`src/rtl/spram_arb_pkg.sv`:
```
// Shared definitions for the sport_ram arbiter slice.
//   - state_t     : sequencer states (IDLE -> ACCESS -> RESP -> IDLE)
//   - DATA_W_DEF  : default RAM word width
//   - ADDR_W_DEF  : default RAM address width (depth = 2**ADDR_W)
package spram_arb_pkg;

  localparam int DATA_W_DEF = 16;
  localparam int ADDR_W_DEF = 3;

  typedef enum logic [1:0] {
    ST_IDLE   = 2'd0,
    ST_ACCESS = 2'd1,
    ST_RESP   = 2'd2
  } state_t;

endpackage

```
`src/rtl/sport_ram_arbiter_if.sv`:
```
// Client-side bundle of the sport_ram arbiter.
//   req[1:0]      client i requests an access (held until gnt[i])
//   req_we[1:0]   client i: 1 = write, 0 = read
//   req_addr0/1   client 0/1 address
//   req_wdata0/1  client 0/1 write data
//   gnt[1:0]      one-hot accept strobe (combinational)
//   done[1:0]     one-hot completion pulse (registered)
//   rdata         read data, valid while done[i]=1 for a read
//   busy          arbiter is not idle
// Modports: master = client logic, slave = arbiter.
interface sport_ram_arbiter_if
  import spram_arb_pkg::*;
#(
  parameter int DATA_W = DATA_W_DEF,
  parameter int ADDR_W = ADDR_W_DEF
);

  logic [1:0]        req;
  logic [1:0]        req_we;
  logic [ADDR_W-1:0] req_addr0;
  logic [ADDR_W-1:0] req_addr1;
  logic [DATA_W-1:0] req_wdata0;
  logic [DATA_W-1:0] req_wdata1;
  logic [1:0]        gnt;
  logic [1:0]        done;
  logic [DATA_W-1:0] rdata;
  logic              busy;

  modport master (
    output req, req_we, req_addr0, req_addr1, req_wdata0, req_wdata1,
    input  gnt, done, rdata, busy
  );

  modport slave (
    input  req, req_we, req_addr0, req_addr1, req_wdata0, req_wdata1,
    output gnt, done, rdata, busy
  );

endinterface

```
`src/rtl/spram_rr_pick.sv`:
```
// Two-way round-robin picker (purely combinational).
//   req[1:0]  pending requests
//   pri       index of the favoured client when both request
//   win[1:0]  one-hot winner, 2'b00 when nothing requests
module spram_rr_pick (
  input  logic [1:0] req,
  input  logic       pri,
  output logic [1:0] win
);

  always_comb begin
    win = req;
    // A lone requester always wins; only a tie consults the priority bit.
    if (req == 2'b11) begin
      win = pri ? 2'b10 : 2'b01;
    end
  end

endmodule

```
`src/rtl/sport_ram_arbiter.sv`:
```
// Two-requester round-robin arbiter / sequencer for the 8x16 single-port RAM.
// Each accepted request takes exactly three cycles: IDLE (gnt) -> ACCESS
// (registered ram_* pins drive the RAM) -> RESP (done pulse) -> IDLE.
// RAM pin convention: write = ram_we & !ram_en, read = ram_en & !ram_we.
// Ports:
//   clk, rst_n            clock, synchronous active-low reset
//   cif (slave)           client request / grant / completion bundle
//   ram_we, ram_en        registered RAM write strobe / read enable
//   ram_addr, ram_wdata   registered RAM address / write data
//   ram_rdata             RAM read data, sampled at the end of ACCESS
//   cnt0, cnt1            completed-access counters (SPRAM_ARB_STATS_EN only)
// Build option: define SPRAM_ARB_STATS_EN to add the per-client counters.
module sport_ram_arbiter
  import spram_arb_pkg::*;
#(
  parameter int DATA_W = DATA_W_DEF,
  parameter int ADDR_W = ADDR_W_DEF
`ifdef SPRAM_ARB_STATS_EN
  ,
  parameter int CNT_W  = 16
`endif
) (
  input  logic              clk,
  input  logic              rst_n,
  sport_ram_arbiter_if.slave cif,
  output logic              ram_we,
  output logic              ram_en,
  output logic [ADDR_W-1:0] ram_addr,
  output logic [DATA_W-1:0] ram_wdata,
  input  logic [DATA_W-1:0] ram_rdata
`ifdef SPRAM_ARB_STATS_EN
  ,
  output logic [CNT_W-1:0]  cnt0,
  output logic [CNT_W-1:0]  cnt1
`endif
);

  state_t            state_q, state_d;
  logic              pri_q;        // favoured client index for the next tie
  logic [1:0]        win_q;        // one-hot owner of the access in flight
  logic [1:0]        done_q, done_d;
  logic [DATA_W-1:0] rdata_q;

  logic [1:0]        pick_win;
  logic              pick_sel;     // index of the picked client
  logic [1:0]        gnt_d;
  logic              ram_we_d, ram_en_d;
  logic [ADDR_W-1:0] ram_addr_d;
  logic [DATA_W-1:0] ram_wdata_d;

  spram_rr_pick u_pick (
    .req (cif.req),
    .pri (pri_q),
    .win (pick_win)
  );

  assign pick_sel = pick_win[1];

  // Next-state and next-pin logic. The ram_* pins are registered, so their
  // ACCESS values are computed while still in IDLE.
  always_comb begin
    // NOTE: every output of this block gets a default first so no path
    // leaves a value unassigned, which would otherwise infer a latch.
    state_d     = state_q;
    gnt_d       = 2'b00;
    done_d      = 2'b00;
    ram_we_d    = 1'b0;
    ram_en_d    = 1'b0;
    ram_addr_d  = '0;
    ram_wdata_d = '0;

    unique case (state_q)
      ST_IDLE: begin
        if (|cif.req) begin
          gnt_d      = pick_win;
          state_d    = ST_ACCESS;
          ram_we_d   = cif.req_we[pick_sel];
          ram_en_d   = !cif.req_we[pick_sel];
          ram_addr_d = pick_sel ? cif.req_addr1 : cif.req_addr0;
          if (cif.req_we[pick_sel]) begin
            ram_wdata_d = pick_sel ? cif.req_wdata1 : cif.req_wdata0;
          end
        end
      end
      ST_ACCESS: begin
        done_d  = win_q;
        state_d = ST_RESP;
      end
      ST_RESP: begin
        state_d = ST_IDLE;
      end
      default: begin
        state_d = ST_IDLE;
      end
    endcase
  end

  always_ff @(posedge clk) begin
    if (!rst_n) begin
      state_q   <= ST_IDLE;
      pri_q     <= 1'b0;
      win_q     <= 2'b00;
      done_q    <= 2'b00;
      rdata_q   <= '0;
      ram_we    <= 1'b0;
      ram_en    <= 1'b0;
      ram_addr  <= '0;
      ram_wdata <= '0;
    end else begin
      // NOTE: sequential state uses non-blocking assignments so every
      // register samples the values from before this clock edge.
      state_q   <= state_d;
      done_q    <= done_d;
      ram_we    <= ram_we_d;
      ram_en    <= ram_en_d;
      ram_addr  <= ram_addr_d;
      ram_wdata <= ram_wdata_d;

      if (state_q == ST_IDLE && |cif.req) begin
        win_q <= pick_win;
      end
      // The registered read enable marks a read in flight; writes keep rdata.
      if (state_q == ST_ACCESS && ram_en) begin
        rdata_q <= ram_rdata;
      end
      // Favour the other client once this access completes.
      if (state_q == ST_RESP) begin
        pri_q <= !win_q[1];
      end
    end
  end

`ifdef SPRAM_ARB_STATS_EN
  localparam logic [CNT_W-1:0] CNT_ONE = 1;

  // Counters advance in the RESP cycle, i.e. together with each done pulse.
  always_ff @(posedge clk) begin
    if (!rst_n) begin
      cnt0 <= '0;
      cnt1 <= '0;
    end else if (state_q == ST_RESP) begin
      if (win_q[1]) begin
        cnt1 <= cnt1 + CNT_ONE;
      end else begin
        cnt0 <= cnt0 + CNT_ONE;
      end
    end
  end
`endif

  // Grant is suppressed while reset is held so nothing looks accepted.
  assign cif.gnt   = rst_n ? gnt_d : 2'b00;
  assign cif.done  = done_q;
  assign cif.rdata = rdata_q;
  assign cif.busy  = (state_q != ST_IDLE);

endmodule
```
`src/flat_wrapper.sv`:
```
// flat-port wrapper written by rule: the top's interface ports become plain ports
module sport_ram_arbiter_flat import spram_arb_pkg::*;
#(
  parameter int DATA_W = DATA_W_DEF,
  parameter int ADDR_W = ADDR_W_DEF

)
  (clk, rst_n, ram_we, ram_en, ram_addr, ram_wdata, ram_rdata, cif_req, cif_req_we, cif_req_addr0, cif_req_addr1, cif_req_wdata0, cif_req_wdata1, cif_gnt, cif_done, cif_rdata, cif_busy);
  sport_ram_arbiter_if #(.DATA_W(DATA_W), .ADDR_W(ADDR_W)) cif_i ();
  input  logic clk;
  input  logic rst_n;
  output logic ram_we;
  output logic ram_en;
  output logic [ADDR_W-1:0] ram_addr;
  output logic [DATA_W-1:0] ram_wdata;
  input  logic [DATA_W-1:0] ram_rdata;
  input wire logic [$bits(cif_i.req)-1:0] cif_req;
  input wire logic [$bits(cif_i.req_we)-1:0] cif_req_we;
  input wire logic [$bits(cif_i.req_addr0)-1:0] cif_req_addr0;
  input wire logic [$bits(cif_i.req_addr1)-1:0] cif_req_addr1;
  input wire logic [$bits(cif_i.req_wdata0)-1:0] cif_req_wdata0;
  input wire logic [$bits(cif_i.req_wdata1)-1:0] cif_req_wdata1;
  output wire logic [$bits(cif_i.gnt)-1:0] cif_gnt;
  output wire logic [$bits(cif_i.done)-1:0] cif_done;
  output wire logic [$bits(cif_i.rdata)-1:0] cif_rdata;
  output wire logic [$bits(cif_i.busy)-1:0] cif_busy;
  assign cif_i.req = cif_req;
  assign cif_i.req_we = cif_req_we;
  assign cif_i.req_addr0 = cif_req_addr0;
  assign cif_i.req_addr1 = cif_req_addr1;
  assign cif_i.req_wdata0 = cif_req_wdata0;
  assign cif_i.req_wdata1 = cif_req_wdata1;
  assign cif_gnt = cif_i.gnt;
  assign cif_done = cif_i.done;
  assign cif_rdata = cif_i.rdata;
  assign cif_busy = cif_i.busy;
  sport_ram_arbiter #(.DATA_W(DATA_W), .ADDR_W(ADDR_W)) u_core (.clk(clk), .rst_n(rst_n), .cif(cif_i), .ram_we(ram_we), .ram_en(ram_en), .ram_addr(ram_addr), .ram_wdata(ram_wdata), .ram_rdata(ram_rdata));
endmodule
```
`config.mk`:
```
export PLATFORM = sky130hd
export DESIGN_NAME = sport_ram_arbiter_flat
export DESIGN_NICKNAME = d
export VERILOG_FILES = /design/src/rtl/spram_arb_pkg.sv /design/src/rtl/sport_ram_arbiter_if.sv /design/src/rtl/spram_rr_pick.sv /design/src/rtl/sport_ram_arbiter.sv /design/src/flat_wrapper.sv
export SDC_FILE = /design/constraint.sdc
export NUM_CORES = 1
export LEC_CHECK = 0
export ABC_AREA = 0
export BUFFER_PORTS_ARGS = -buffer_cell sky130_fd_sc_hd__buf_4
export CELL_PAD_IN_SITES_DETAIL_PLACEMENT = 1
export CELL_PAD_IN_SITES_GLOBAL_PLACEMENT = 1
export CORE_UTILIZATION = 31
export DETAILED_ROUTE_END_ITERATION = 12
export GPL_ROUTABILITY_DRIVEN = 0
export PLACE_DENSITY = 0.9
export SYNTH_ARGS = -nofsm -noshare
export SYNTH_HDL_FRONTEND = slang
export SYNTH_HIERARCHICAL = 1
export SYNTH_SLANG_ARGS = --single-unit
```
`constraint.sdc`:
```
create_clock -name clk -period 4.15 [get_ports clk]
set_input_delay 0.6225 -clock clk [delete_from_list [all_inputs] [get_ports clk]]
set_output_delay 0.6225 -clock clk [all_outputs]
set_load 0.02 [all_outputs]
```
==> qor.yml <==
synthAdderAreaFrac_pct: 0
syn-num-nets: 228
placementRows: 25
worstSetupPathType: "in2out"
hold_buffers: 0
drc: 0
vdd_drop_max_mv: 0.191
antenna_found_initial: 0
max-slew-margin-rel_pct: 33.6
synth.avg_cell_area_um2: 9.54
postSynthCellCount: 168
crit_fanout: 5
cp_slowest_cell: "or2_2"
clockBufferDepth: 2
clk-insertion-delay-late_ps: 290
synth_cell_types: 22
async_flop_share_pct: 0
dpl.hpwl_um: 3390
routedWlPerCell_um: 12.7
cts.sinks: 44
syn_to_final_growth_pct: 54.3
htreeDepth: 2
synth_warnings: 6
period_minus_slack_ps: 2350
slowest_delay_ps: 330
port_buffers: 101
drive_gt1_share_pct: 42.5
hold_path_class: "reg2reg"
yosys_most_used_dff: "dfxtp_1"
skew_ps: 7.11
power_density_nw_per_um2: 338
fin_nets: 326
initial_core_util_pct: 33.1
finalPower_mw: 0.836
yosys.area_share.simple_pct: 19.5
crit_chain: "buf_4, or2_2, nand3_1, inv_1, and2_1, buf_4"
viasPerCell: 4.55
rsz0062_at_grt: "no"
diodes: 0
fin_setup_tns_ps: 0
synthMuxAreaShare_pct: 12.8
synth_edf_count: 0
critPathRequiredTime_ps: 3530
cts_setup_buffers: 0
vias: 1515
fin_cells: 333
synth_top_family_by_area: "simple AND/OR/NAND/NOR gates"
cp.arrival_ps: 1730
reg2reg_from: "u_core/pri_q$_SDFFE_PN0N_"
grt_pass1_vias: 1495
postRouteAntennaNets: 0
synth-xor-area-share_pct: 0
period_share_pct: 56.6
grt-ovfl-total: 0
die_area_um2: 5460
cts_tree: "yes"
io_pins: 102
cp_common_cell: "buf_4"
leakage_nw: 1.17
most-common-layout-cells: "102 x buf_4, 44 x dfxtp_1, 20 x nor2_1"
maxSlewViolCount: 0
status: "finished, final reports clean"
min_from: "u_core/cif.rdata[8]$_SDFFE_PN0P_"
wirelength_um: 4230
layout_commonest_cell: "buf_4"
grt_pass1_wl_um: 6570
yosysSeqAreaShare_pct: 55.0
hold_viol_final: 0
worstSetupStartpoint: "cif_req[1]"
startpoint_type: "primary input"
grtUsageTotal_pct: 16.2
die_height_um: 73.9
drt_iter0_drc: 28
cts_buffers: 5
grt_max_degree: 39
worstMarginPinSlew_ps: 993
core-area_um2: 4850
synth-compound-area-share_pct: 7.81
first_pass_iters: 4
clk_pin_slew_worst_paths_ps: 70
end_kind: "primary output"
synth_area_um2: 1600
setup_viol: 0
cts_root_buf: "clkbuf_8"
post_cts_resize_count: 0
dieWidth_um: 73.9
maxCapViolCount: 0
fmax_mhz: 425
dp_cells: 326
synth-seq-cells: 44
[cell families (layout without fill, tap and decap cells)]
| group | count (synthesis) | after routing |
|---|---|---|
| flip-flops | 44 | 44 |
| buffers and inverters | 16 | 114 |
| multiplexers | 20 | 20 |
| AO/OA/AOI/OAI | 22 | 22 |
| AND/OR/NAND/NOR | 66 | 66 |
[routing by layer]
metal	part of all wire, %	track usage (%)	vias up
li1	-	-	752
met1	36	16.0	677
met2	52	29.2	82
met3	11	8.37	4
met4	0.95	4.91	0
met5	0	0	-
[critical path: cells and delay by family]
family	cells	cell delay [ps]
and+or+nand+nor	3	700
buffers and inverters	3	400
[state kept, by name, indices dropped and copies added (netlist names)]
| register | flops |
|---|---|
| u_core/ram_wdata | 16 |
| u_core/state_q | 2 |
| u_core/ram_en | 1 |
| u_core/ram_addr | 3 |
| u_core/cif.done | 2 |
| u_core/ram_we | 1 |
| u_core/win_q | 2 |
| u_core/cif.rdata | 16 |
| u_core/pri_q | 1 |
[cell usage after synthesis, drive strengths merged (2+ instances only)]
library cell | n | area share (%)
a21boi | 3 | 1.4
o2bb2ai | 2 | 1.1
clkbuf | 3 | 0.70
mux2i | 19 | 12
o21ai | 17 | 5.3
inv | 5 | 1.2
nand3 | 17 | 5.3
nand2 | 18 | 4.2
nor2 | 21 | 5.1
buf | 8 | 3.0
dfxtp | 44 | 55
and2 | 5 | 2.0
[layout make-up]
cell class                 count  area [um2]
clock buffer                   6        72.6
clock inverter                 1        5.00
fill                         586        2370
inverter                       5        18.8
multi-input combinational    108         647
sequential                    44         881
tap                           67        83.8
timing repair buffer         102         766
[power breakdown]
part           total [mW]  switching (mW)  internal, mW  leakage, nW
Sequential          0.446         0.00712         0.439        0.358
Combinational       0.145          0.0690        0.0761        0.768
Clock               0.245           0.131         0.114       0.0410
[metrics by stage]
stage	hold slack [ps]	util [%]	area [um2]	setup WS, ps
3_5_place_dp	460	49.4	2400	1790
3_3_place_gp	445	49.4	2400	1830
6_report	469	51.0	2470	1800
5_1_grt	492	51.0	2470	1730
4_1_cts	472	51.0	2470	1770
2_1_floorplan	430	-	1600	2110
[worst paths after layout]
kind | to | slack [ps] | depth (start not counted)
max | cif_gnt[0] | 1800 | 6
min | u_core/cif.rdata[8]$_SDFFE_PN0P_ | 470 | 2
max reg2reg | u_core/ram_wdata[13]$_SDFF_PN0_ | 2430 | 6
min reg2reg | u_core/cif.rdata[8]$_SDFFE_PN0P_ | 470 | 2
Power figures use the tool's default switching activity.
